### src/rtl/sig_sync_filt.sv
// sig_sync_filt
//   Multi-channel input conditioner: per-channel metastability synchronizer,
//   followed by a runtime-programmable debounce filter and registered
//   rise/fall edge pulses.
//
// Ports:
//   clk        - system clock, all state on rising edge
//   rst_n      - asynchronous active-low reset
//   async_in   - WIDTH raw asynchronous inputs
//   filt_len   - required stable-cycle count (0 and 1 both mean one cycle)
//   sync_out   - synchronized, filtered level per channel
//   rise       - 1-cycle pulse in the first cycle sync_out shows 0->1
//   fall       - 1-cycle pulse in the first cycle sync_out shows 1->0
//   any_change - registered OR of all rise|fall bits, coincident with them
module sig_sync_filt #(
  parameter int              WIDTH       = 8,
  parameter int              SYNC_STAGES = 2,
  parameter int              FILT_BITS   = 4,
  parameter logic [WIDTH-1:0] RESET_VAL  = {WIDTH{1'b0}}
) (
  input  logic                 clk,
  input  logic                 rst_n,
  input  logic [WIDTH-1:0]     async_in,
  input  logic [FILT_BITS-1:0] filt_len,
  output logic [WIDTH-1:0]     sync_out,
  output logic [WIDTH-1:0]     rise,
  output logic [WIDTH-1:0]     fall,
  output logic                 any_change
);

  // Fewer than two stages gives no real MTBF protection, so clamp.
  localparam int NSTG = (SYNC_STAGES < 2) ? 2 : SYNC_STAGES;
  localparam logic [FILT_BITS-1:0] ONE = FILT_BITS'(1);

  logic [WIDTH-1:0]     s;          // synchronizer output per channel
  logic [WIDTH-1:0]     f;          // filtered level
  logic [WIDTH-1:0]     f_next;
  logic [WIDTH-1:0]     rise_next;
  logic [WIDTH-1:0]     fall_next;
  logic [FILT_BITS-1:0] cnt    [WIDTH];
  logic [FILT_BITS-1:0] c_next [WIDTH];
  logic [FILT_BITS-1:0] lim;        // Neff-1

  // filt_len of 0 behaves like 1: commit on the first counted disagreement.
  assign lim = (filt_len == '0) ? '0 : (filt_len - ONE);

  generate
    for (genvar gi = 0; gi < WIDTH; gi++) begin : g_chan
      // Pure register chain, nothing between stages.
      logic [NSTG-1:0] chain;
      logic            diff;
      logic            commit;

      always_ff @(posedge clk or negedge rst_n) begin
        if (!rst_n) begin
          chain <= {NSTG{RESET_VAL[gi]}};
        end else begin
          chain <= {chain[NSTG-2:0], async_in[gi]};
        end
      end

      assign s[gi] = chain[NSTG-1];

      // ">=" rather than "==" so a shortened filt_len mid-count commits
      // on the next disagreeing cycle instead of counting round a wrap.
      // The counter only increments while below lim, so it cannot overflow.
      assign diff          = s[gi] ^ f[gi];
      assign commit        = diff && (cnt[gi] >= lim);
      assign f_next[gi]    = commit ? s[gi] : f[gi];
      assign c_next[gi]    = (!diff || commit) ? '0 : (cnt[gi] + ONE);
      assign rise_next[gi] = commit &  s[gi];
      assign fall_next[gi] = commit & ~s[gi];
    end
  endgenerate

  always_ff @(posedge clk or negedge rst_n) begin
    if (!rst_n) begin
      f          <= RESET_VAL;
      cnt        <= '{default: '0};
      rise       <= '0;
      fall       <= '0;
      any_change <= 1'b0;
    end else begin
      f          <= f_next;
      cnt        <= c_next;
      rise       <= rise_next;
      fall       <= fall_next;
      any_change <= |(rise_next | fall_next);
    end
  end

  assign sync_out = f;

endmodule

### config.mk
export PLATFORM = sky130hd
export DESIGN_NAME = sig_sync_filt
export DESIGN_NICKNAME = d
export VERILOG_FILES = /design/src/rtl/sig_sync_filt.sv
export SDC_FILE = /design/constraint.sdc
export NUM_CORES = 1
export LEC_CHECK = 0
export CAP_MARGIN = 5
export CORE_UTILIZATION = 30
export DETAILED_ROUTE_END_ITERATION = 12
export HOLD_SLACK_MARGIN = 0.12
export SYNTH_ARGS = -nofsm -noshare
export SYNTH_HDL_FRONTEND = slang
export SYNTH_SLANG_ARGS = --single-unit
### constraint.sdc
create_clock -name clk -period 3.38 [get_ports clk]
set_input_delay 0.676 -clock clk [delete_from_list [all_inputs] [get_ports clk]]
set_output_delay 0.676 -clock clk [all_outputs]
set_load 0.005 [all_outputs]
==> metrics, run 1 <==
run status=completed; fin area=0.00420 mm^2; Slew HR=0.398; most frequent cells in the layout=dfrtp_1 (73), ha_1 (40), clkdlybuf4s50_1 (37); Sink Count=73; P per Cell Area=666 mW/mm^2; commonest non-fill, non-tap cell in the layout=dfrtp_1; Setup Skew=0.00501 ns; Area growth, synth to finish=24.2%; Placed Cells=466; register area share after synthesis=0.541; post-DP HPWL=4.05 mm; Final GP Congestion=0.709; row cnt=38; DR WL/cell=11.9 um; Die Area=0.0117 mm^2; vias per cell=4.49; Die W=108 um; Seq pwr share=0.442; Avg Cell Area, Syn=12.2 um^2; Tightest Pin Transition=0.903 ns; Seq cells post-synth=73; Die Ht=108 um; Clk Latency, worst-skew pair=0.34 ns; sequential cell area=0.00183 mm^2; Syn Inst Count=278; # Post-CTS Setup Buffers=0; final hold viol count=0; total grt overflow=0; Ports=39; initial core utilization=0.310; nets=391; Worst Hold Class=reg2reg; via count=2166; CP Max Fanout=8; power share of the clock group=0.237; critical path endpoint category=register; multi-input logic area=0.00146 mm^2; total CTS buffers=9; first-pass GRT wire length=10.1 mm; layout cells sized above 1=0.114; Final Non-Filler Cells=482; Comb pwr share=0.321; router iterations before antenna repair=4; period utilization=0.892; crit path kind=in2reg; CP required=3.59 ns; Max Slew Vio Count=0; CTS tree=done; DRC viols=0; CTS resizes=0; leakage=0.00199 uW; clock buffer depth=2; H-tree depth=3; Critical Path Start Type=input port; Max Cap Viol=0; Root Driver=clkbuf_8; GRT Resource Usage Total=0.111; Max VDD drop=230 uV; core area=0.0109 mm^2; Tmin final=3.01 ns; internal power=1910 uW; WP data arrival=3.23 ns; cts hold-fix bufs=0; DP Area=0.00401 mm^2; Net Sw Frac=0.318; Worst-path clk slew=0.07 ns; worst hold margin=0.347 ns; final-layout fill cell count=1056; Final ANT Viol Nets=0; P_sw=887 uW; Iteration-0 DRC Markers=85; total number of yosys warnings=0; Antenna Cells=0; post-synth design cell area=0.00338 mm^2; Unique masters post-synth=23; antenna violations before repair=0; Net Count, Synth=332; fmax=332 MHz; vias in the first global route=2202; largest net degree at the start of global routing=74; DRT Wirelength=5.73 mm; RSZ-0062 raised after global routing=no; final setup vio count=0; I/O Buffers=38
-- power groups by stage --
stage / Clock, uW / Combinational, uW / Sequential, uW
CTS: 692 / 914 / 1240
floorplan: 0 / 537 / 1220
global route: 736 / 1030 / 1260
global placement: 0 / 883 / 1250
finish: 662 / 897 / 1230
detailed placement: 0 / 910 / 1250
-- metrics by stage --
| stage | setup TNS [ns] | util | total power, uW | worst slack (ns) |
|---|---|---|---|---|
| 2_1_floorplan | 0 | - | 1750 | 0.612 |
| 3_3_place_gp | 0 | 0.368 | 2130 | 0.0320 |
| 3_5_place_dp | -0.0229 | 0.368 | 2160 | -0.0229 |
| 4_1_cts | 0 | 0.385 | 2840 | 0.354 |
| 5_1_grt | 0 | 0.385 | 3030 | 0.142 |
| 6_report | 0 | 0.385 | 2790 | 0.366 |
-- path summary, 6_finish.rpt --
check                                   start                 end  slack, ns  cells past startpoint
max reg2reg                           cnt[16]          any_change       1.52                      6
max in group asynchronous               rst_n         sync_out[1]       2.33                      1
min in group asynchronous               rst_n             fall[4]       0.46                      1
min reg2reg                g_chan[7].chain[0]  g_chan[7].chain[1]       0.35                      0
max                               filt_len[0]          any_change       0.37                      9
min                        g_chan[7].chain[0]  g_chan[7].chain[1]       0.35                      0
-- critical path, stage by stage --
cell             delay, ns
clkdlybuf4s50_1       0.51
nor2_1                0.09
o21a_1                0.10
a21oi_1               0.62
ha_1                  0.36
o21ai_0               0.10
o2bb2ai_2             0.14
o22ai_1               0.11
or4_1                 0.51
-- registers in the layout (all words and copies together) (netlist names) --
name	count
sync_out	8
rise	8
g_chan.chain	16
any_change	1
cnt	32
fall	8
-- kinds of logic (layout without fill, tap and decap cells) --
kind of cell             after synthesis  in the layout  share of synthesized area
AO/OA/AOI/OAI                         31             31                     0.0748
XOR/XNOR                              24             24                     0.0622
adder cells (fa/ha/maj)               40             40                      0.148
buffers and inverters                 24             88                     0.0267
flip-flops                            73             73                      0.541
multiplexers                           9              9                     0.0296
AND/OR/NAND/NOR                       77             77                      0.118
-- synthesized netlist by cell type --
library cell	instances	area, um^2
xor2_1	16	140
o21ai_0	8	40.0
mux2_2	8	90.1
or4_1	1	7.51
inv_1	24	90.1
mux2i_1	1	10.0
nor3_1	9	45.0
and3_1	7	43.8
dfrtp_1	73	1830
nor2_1	26	97.6
o2bb2ai_1	2	17.5
ha_1	40	500
o31ai_1	1	7.51
nor2b_1	1	6.26
nand2_1	8	30.0
o2bb2ai_2	6	90.1
o21a_1	9	67.6
a21oi_1	1	5.00
nand3_1	8	40.0
nor3b_1	16	120
xnor2_1	8	70.1
and3_2	1	7.51
o22ai_1	4	25.0
-- metal layers --
layer / track usage / vias up / wire (um) / part of all wire
met4: 0.0382 / 0 / 65 / 0.011
met1: 0.132 / 1063 / 2580 / 0.45
li1: - / 1074 / - / -
met2: 0.191 / 23 / 2910 / 0.51
met3: 0.0313 / 6 / 179 / 0.031
met5: 0 / - / 0 / 0
-- area by class of cell --
type / instances / share of cell area
flip-flops and latches: 73 / 0.435
repair buffers: 48 / 0.108
clock buffers: 13 / 0.0355
clock inverters: 3 / 0.00954
inverters: 24 / 0.0215
well taps: 140 / 0.0418
multi-input cells: 181 / 0.348
No activity file was read; power rests on OpenSTA's default activity.
==> run 2, diff against run 1 <==
--- a/config.mk
+++ b/config.mk
@@ -7,8 +7,10 @@
 export LEC_CHECK = 0
 export CAP_MARGIN = 5
 export CORE_UTILIZATION = 30
+export CTS_CLUSTER_SIZE = 16
 export DETAILED_ROUTE_END_ITERATION = 12
 export HOLD_SLACK_MARGIN = 0.12
+export MAX_ROUTING_LAYER = met4
 export SYNTH_ARGS = -nofsm -noshare
 export SYNTH_HDL_FRONTEND = slang
 export SYNTH_SLANG_ARGS = --single-unit
==> metrics, run 2 (synthesis gave the netlist of run 1 again) <==
FF-to-FF setup slack=1.52 ns; fmax=332 MHz; Ports=39; Setup TNS=0 ns; Max VDD drop=230 uV; Die Ht=108 um; # Post-CTS Setup Buffers=0; post-DP HPWL=4.05 mm; DP Area=0.00401 mm^2; period utilization=0.892; CTS resizes=0; WHS Endpoint=g_chan[7].chain[1]; vias per cell=4.50; Comb pwr share=0.321; Sink Count=73; initial core utilization=0.310; vias in the first global route=2202; DRC viols=0; Die W=108 um; Net Sw Frac=0.317; most frequent cells in the layout=dfrtp_1 (73), ha_1 (40), clkdlybuf4s50_1 (37); DRT Wirelength=5.72 mm; reg2reg start=cnt[16]; largest net degree at the start of global routing=74; Root Driver=clkbuf_8; CP required=3.59 ns; Final ANT Viol Nets=0; commonest non-fill, non-tap cell in the layout=dfrtp_1; first-pass GRT wire length=10.1 mm; Antenna Cells=0; Die Area=0.0117 mm^2; I/O Buffers=38; final hold viol count=0; H-tree depth=3; crit path kind=in2reg; leakage=0.00199 uW; power share of the clock group=0.237; Tmin final=3.02 ns; router iterations before antenna repair=4; Largest regs=cnt: 32 flops, g_chan.chain: 16 flops; Setup Skew=0.00501 ns; Critical Path Start Type=input port; CTS tree=done; Worst Hold Launch=g_chan[7].chain[0]; P per Cell Area=666 mW/mm^2; final setup vio count=0; Worst Hold Class=reg2reg; nets=391; total CTS buffers=9; DR WL/cell=11.9 um; Max Slew Vio Count=0; GRT Resource Usage Total=0.114; Final GP Congestion=0.717; cts hold-fix bufs=0; CP Max Fanout=8; core area=0.0109 mm^2; Max Cap Viol=0; Seq pwr share=0.442; Slew HR=0.398; Iteration-0 DRC Markers=84; total grt overflow=0; Tightest Pin Transition=0.903 ns; row cnt=38; clock buffer depth=2; P_sw=886 uW; Clk Latency, worst-skew pair=0.33 ns; Worst-path clk slew=0.07 ns; path depth of the worst reg2reg path=6; critical path endpoint category=register; Area growth, synth to finish=24.2%; via count=2169; antenna violations before repair=0; run status=completed; Largest register FFs=32; r2r endpoint=any_change; WP data arrival=3.23 ns; fin area=0.00420 mm^2; layout cells sized above 1=0.114; RSZ-0062 raised after global routing=no; Hold Crit Depth=0; Most flops, register=cnt; internal power=1910 uW
==> run 2: cell counts in the layout (fill, tap and decap cells not counted) <==
Identical to the previous run, type by type.
==> run 2: area by class of cell <==
type                       count  area (um^2)
fill                        1056         6690
sequential                    73         1830
multi-input combinational    181         1460
timing repair buffer          48          453
tap                          140          175
clock buffer                  13          149
inverter                      24         90.1
clock inverter                 3         40.0
==> run 2: worst max path at each step <==
stage	start	end	slack, ns	cells past startpoint
floorplan	filt_len[0]	any_change	0.61	7
global placement	filt_len[0]	any_change	0.03	9
detailed placement	filt_len[0]	any_change	-0.02	9
CTS	filt_len[0]	any_change	0.35	9
global route	filt_len[0]	any_change	0.14	9
finish	filt_len[0]	any_change	0.36	9
==> run 2: layer usage <==
layer,up-vias,GRT usage,routed length (um)
met5,-,-,0
met4,0,0.0382,64
met3,6,0.0313,184
met2,23,0.191,2900
met1,1065,0.132,2570
li1,1075,-,-
==> run 2: per-stage QoR <==
stage / setup slack (ns) / hold WS [ns] / utilization / total power, uW / std cells
6_report: 0.365 / 0.348 / 0.385 / 2790 / 482
5_1_grt: 0.142 / 0.361 / 0.385 / 3030 / 482
2_1_floorplan: 0.612 / 0.331 / - / 1750 / 278
3_5_place_dp: -0.0229 / 0.335 / 0.368 / 2160 / 466
4_1_cts: 0.354 / 0.353 / 0.385 / 2840 / 482
3_3_place_gp: 0.0320 / 0.334 / 0.368 / 2130 / 466
==> run 2: worst max-delay path, stage by stage <==
cell,delay (ns)
clkdlybuf4s50_1,0.51
nor2_1,0.09
o21a_1,0.10
a21oi_1,0.62
ha_1,0.36
o21ai_0,0.10
o2bb2ai_2,0.14
o22ai_1,0.11
or4_1,0.51
==> run 2: power groups by stage <==
stage / clock network, uW / registers [uW] / logic, uW
after detailed placement: 0 / 1250 / 910
after global routing: 736 / 1260 / 1030
after CTS: 692 / 1240 / 914
after floorplan: 0 / 1220 / 537
final: 661 / 1230 / 896
after global placement: 0 / 1250 / 883
==> run 3, diff against run 2 <==
--- a/config.mk
+++ b/config.mk
@@ -7,7 +7,7 @@
 export LEC_CHECK = 0
 export CAP_MARGIN = 5
 export CORE_UTILIZATION = 30
-export CTS_CLUSTER_SIZE = 16
+export CTS_CLUSTER_SIZE = 24
 export DETAILED_ROUTE_END_ITERATION = 12
 export HOLD_SLACK_MARGIN = 0.12
 export MAX_ROUTING_LAYER = met4
==> results of run 3 <==
The final DEF is identical to that of run 2; final timing and power are the same.
